`src/rtl/switch_pkg.sv`:
```
// Shared types for the switch output side: FSM states and buffered entry layout.
package switch_pkg;
  localparam int BYTE_W = 8;

  typedef enum logic [1:0] {IDLE, READY, SEND} out_state_t;

  typedef struct packed {
    logic              last;
    logic [BYTE_W-1:0] data;
  } out_entry_t;
endpackage

```
`src/rtl/sync_fifo.sv`:
```
// Single-clock FIFO with show-ahead read data; pushes while full and pops while empty are ignored.
module sync_fifo #(
  parameter int WIDTH = 9,
  parameter int DEPTH = 16,
  localparam int AW = $clog2(DEPTH)
) (
  input  logic             clk,
  input  logic             rst,
  input  logic             push,
  input  logic [WIDTH-1:0] push_data,
  input  logic             pop,
  output logic [WIDTH-1:0] pop_data,
  output logic             full,
  output logic             empty,
  output logic [AW:0]      count
);
  localparam logic [AW:0] FULL_CNT = (AW+1)'(DEPTH);

  logic [WIDTH-1:0] mem [DEPTH];
  logic [AW-1:0]    wr_ptr, rd_ptr;
  logic             do_push, do_pop;

  assign full     = (count == FULL_CNT);
  assign empty    = (count == '0);
  assign do_push  = push && !full;
  assign do_pop   = pop && !empty;
  assign pop_data = mem[rd_ptr];

  // Storage carries no reset; only the pointers and count define validity.
  always_ff @(posedge clk) begin
    if (do_push) mem[wr_ptr] <= push_data;
  end

  always_ff @(posedge clk) begin
    if (rst) begin
      wr_ptr <= '0;
      rd_ptr <= '0;
      count  <= '0;
    end else begin
      if (do_push) wr_ptr <= wr_ptr + 1'b1;
      if (do_pop)  rd_ptr <= rd_ptr + 1'b1;
      count <= count + {{AW{1'b0}}, do_push} - {{AW{1'b0}}, do_pop};
    end
  end
endmodule

```
`src/rtl/switch_out_port.sv`:
```
// Switch output port: buffers whole packets and sends them byte-serially on port_ready/port_read.
//   state | meaning
//   IDLE  | no complete packet offered; port_read ignored
//   READY | complete packet buffered and offered, nothing sent yet
//   SEND  | packet partly sent; each port_read pops one byte
module switch_out_port
  import switch_pkg::*;
#(
  parameter int DEPTH = 16
) (
  input  logic              clk,
  input  logic              rst,
  input  logic [BYTE_W-1:0] wr_data,
  input  logic              wr_en,
  input  logic              wr_last,
  output logic              full,
  output logic              overflow,
  output logic              port_ready,
  input  logic              port_read,
  output logic [BYTE_W-1:0] port_out
);
  localparam int AW = $clog2(DEPTH);

  out_state_t          state, state_nx;
  out_entry_t          wr_entry, head;
  logic [BYTE_W:0]     head_bits;
  logic                fifo_empty, pop, push_ok;
  logic [AW:0]         fifo_count, pkt_cnt;
  logic                unused_count;

  assign wr_entry     = '{last: wr_last, data: wr_data};
  assign head         = out_entry_t'(head_bits);
  assign push_ok      = wr_en && !full;
  assign port_ready   = (state != IDLE);
  assign unused_count = ^fifo_count;

  sync_fifo #(.WIDTH($bits(out_entry_t)), .DEPTH(DEPTH)) u_fifo (
    .clk       (clk),
    .rst       (rst),
    .push      (wr_en),
    .push_data (wr_entry),
    .pop       (pop),
    .pop_data  (head_bits),
    .full      (full),
    .empty     (fifo_empty),
    .count     (fifo_count)
  );

  always_comb begin
    state_nx = state;
    pop      = 1'b0;
    case (state)
      IDLE: if (pkt_cnt != '0) state_nx = READY;
      READY, SEND: begin
        if (port_read && !fifo_empty) begin
          pop      = 1'b1;
          state_nx = head.last ? IDLE : SEND;
        end
      end
      default: state_nx = IDLE;
    endcase
  end

  always_ff @(posedge clk) begin
    if (rst) begin
      state    <= IDLE;
      pkt_cnt  <= '0;
      port_out <= '0;
      overflow <= 1'b0;
    end else begin
      state    <= state_nx;
      overflow <= wr_en && full;
      if (pop) port_out <= head.data;
      // A packet completing and one leaving in the same cycle cancel out.
      case ({push_ok && wr_last, pop && head.last})
        2'b10:   pkt_cnt <= pkt_cnt + 1'b1;
        2'b01:   pkt_cnt <= pkt_cnt - 1'b1;
        default: pkt_cnt <= pkt_cnt;
      endcase
    end
  end
endmodule

```
`config.mk`:
```
export PLATFORM = sky130hd
export DESIGN_NAME = switch_out_port
export DESIGN_NICKNAME = d
export VERILOG_FILES = /design/src/rtl/switch_pkg.sv /design/src/rtl/sync_fifo.sv /design/src/rtl/switch_out_port.sv
export SDC_FILE = /design/constraint.sdc
export NUM_CORES = 1
export LEC_CHECK = 0
export ABC_AREA = 1
export CAP_MARGIN = 20
export CORE_MARGIN = 3
export CORE_UTILIZATION = 38
export CTS_CLUSTER_DIAMETER = 100
export DETAILED_ROUTE_END_ITERATION = 6
export HOLD_SLACK_MARGIN = 0.03
export PLACE_DENSITY_LB_ADDON = 0.2
export SLEW_MARGIN = 20
export SYNTH_ARGS = -nofsm -noshare
export SYNTH_HDL_FRONTEND = slang
export SYNTH_SLANG_ARGS = --single-unit
export TNS_END_PERCENT = 1
```
`constraint.sdc`:
```
create_clock -name clk -period 2.87 [get_ports clk]
set_clock_uncertainty 0.15 [all_clocks]
set_input_delay 0.574 -clock clk [delete_from_list [all_inputs] [get_ports clk]]
set_output_delay 0.574 -clock clk [all_outputs]
set_load 0.1 [all_outputs]
```
==> impl_metrics.toml <==
[status]
outcome = "completed"

[worst_setup_path]
crit_arrival_ps = 2830
cp_max_fo = 18
path_delay_family = "simple AND/OR/NAND/NOR gates"
crit-reg2reg-capture = "pkt_cnt[4]"
path_buf_inv = 4
crit_chain = "buf_12, nand2_1, nand3_1, nand3_1, nand3_1, nand2_1, nor2_1, ha_1, buf_4, ha_1, inv_1, o21bai_1, inv_1, nand2_1, nand2_1, nand2_1, nand2_1, a21oi_1"
end_kind = "flop"
reg2reg_slack_ps = 240
reg2reg_depth = 18
criticalPathCategory = "flop to flop"
crit_path_start_kind = "flop"
critPathSlowestCell = "dfxtp_4"
critPathRequiredTime_ps = 3070
crit_top_cell = "nand2_1"
critPathMaxStageDelay_ps = 380

[grt]
globalRouteOverflowTotal = 0
grt_pass1_wl_um = 27860
grt_usage = 0.1686
antenna_found_initial = 0
grt_start_max_net_pins = 39
first_global_vias = 5109

[logic_synthesis]
postSynthAreaPerCell_um2 = 10.81
ys_seq_area_frac = 0.6664
synth_cell_types = 28
synth.area.top_cells = "edfxtp_1, dfxtp_1, nor2_1, nand3_1, nand2_1"
synthesis.nets = 722
synth_flop_cell = "edfxtp_1"
synth_edf_count = 144
post-synth-top-area-fraction = 0.5781
yosys_warnings = 0
synth_top_cell_by_area = "edfxtp_1"
synthTopCellsByCount = "edfxtp_1, nor2_1, nand2_1"
synth-seq-cells = 177
synth_most_common_cell = "edfxtp_1"
syn_area_um2 = 7480
synth_cells = 692
async_reset_ff_frac = 0

[route]
remaining_drc_errors = 0
drt_first_iter_violations = 437
via_per_inst = 4.985
first_pass_iters = 5
vias = 5085
routed_wl_um = 17360
ant_nets = 0
wl_per_cell_um = 17.02

[timing]
worst_slew_pin_slew_ps = 746.9
finalHoldViolCount = 0
fmax_ghz = 0.3808
timing.final.crit_share = 0.9149
slew_viol_final = 0
finalCriticalPeriod_ps = 2626
setup_viol = 0
finalSetupTns_ps = 0
rsz0062_at_grt = "false"
relSlewSlack = 0.5005
timing.final.ws_setup_ps = 244.2

[clocking]
ctsHtreeMaxLevel = 4
cts.path.max_buffers = 2
cts_made_buffers = 17
clk_latency_ps = 420
cts_tree = "yes"
cts.hold.buffers_added = 0
cts.clk_slew.worst_paths_ps = 60
clock-root-buffer = "clkbuf_16"
cts.sinks = 177
post_cts_buffers = 0
ctsResizeCount = 0

[layout]
final_nets = 777
area_growth_pct = 16.33
area.sequential_um2 = 4990
antenna_cells = 0
multi_input_area_um2 = 2117
drive_gt1_frac = 0.1224
fillers = 1824

[floorplanning]
num_rows = 50
fp.dieArea_um2 = 21400
die_x_um = 146.3
chipHeight_um = 146.3
ios = 24
coreArea_um2 = 19020
start_util = 0.3933

[hold_path]
hold_depth = 2
hp-class = "flop to flop"
worstHoldEndpoint = "state[0]"
worstHoldStart = "state[0]"

[place]
port_buffers = 23
place_ws_ps = 10.71
dp_hpwl_um = 11700
place_congestion = 0.8462

[power_and_ir_drop]
power.density_nw_per_um2 = 842.0
cellLeakagePower_nw = 3.292
total_power_mw = 7.326
peakVddDrop_uv = 590.4

[run]
maxCapViolCount = 0
## layout by cell type, fill, tap and decap left out, drive strengths merged
cell,count
fa,1
edfxtp,144
a21boi,1
xor2,8
o21bai,1
ha,16
clkdlybuf4s50,12
nand2,91
o21a,9
nor2,144
nand3,80
nor3b,1
nand4,3
o21ai,65
dfxtp,33
buf,54
bufinv,1
a21oi,16
clkinvlp,4
clkbuf,19
xnor2,2
clkinv,7
inv,48
## worst min-delay path, cell delays in order, from the launching register on
cell and delay [ps]:
dfxtp_1 300, inv_1 60, a21oi_1 60
## flip-flops by register name, indices dropped and copies added, names as in the netlist, named ones only
signal         cells
port_out           8
pkt_cnt            5
overflow           1
u_fifo.mem       144
state              2
u_fifo.wr_ptr      4
u_fifo.count       5
u_fifo.rd_ptr      4
## cell families after synthesis
logic type	count (synthesis)	synth area share
flip-flops	177	0.6664
buffers and inverters	77	0.05152
adder cells (fa/ha/maj)	17	0.02944
XOR/XNOR	10	0.01171
AO/OA/AOI/OAI	92	0.06524
AND/OR/NAND/NOR	319	0.1756
## report_power, final
part           switching (mW)  internal, mW  leakage, nW
Sequential              0.117          2.96         1.57
Clock                   0.960          1.19        0.257
Combinational            1.45         0.650         1.46
## metrics by stage
| stage | utilization | hold WS (ps) | cell area [µm²] | std cells |
|---|---|---|---|---|
| 2_1_floorplan | - | 285.4 | 7480 | 692 |
| 3_3_place_gp | 0.4280 | 296.4 | 8140 | 988 |
| 3_5_place_dp | 0.4280 | 312.9 | 8140 | 988 |
| 4_1_cts | 0.4568 | 320.1 | 8687 | 1020 |
| 5_1_grt | 0.4575 | 335.9 | 8701 | 1020 |
| 6_report | 0.4575 | 318.2 | 8701 | 1020 |
## worst max-delay path by stage
| stage | startpoint | endpoint | slack, ps | cells after the start |
|---|---|---|---|---|
| floorplan | u_fifo.count[3] | u_fifo.count[4] | 490 | 14 |
| global placement | port_read | pkt_cnt[4] | 70 | 16 |
| detailed placement | port_read | pkt_cnt[3] | 10 | 13 |
| CTS | flop | pkt_cnt[3] | 230 | 14 |
| global route | u_fifo.count[3] | pkt_cnt[4] | 3 | 18 |
| finish | flop | pkt_cnt[4] | 240 | 18 |
## layout make-up
cell class,count,area share
timing repair buffer,66,0.06183
tap,260,0.03739
inverter,47,0.02114
clock inverter,13,0.01309
multi-input combinational,438,0.2433
sequential,177,0.5735
clock buffer,19,0.04976
## routing by layer
layer / global-route usage / routed length [µm] / up-vias
li1: - / - / 2472
met1: 0.2199 / 7768 / 2477
met2: 0.2892 / 8713 / 120
met3: 0.03197 / 661 / 16
met4: 0.04657 / 219 / 0
met5: 0 / 0 / -
Note: power is estimated with default switching activity, not from simulation.
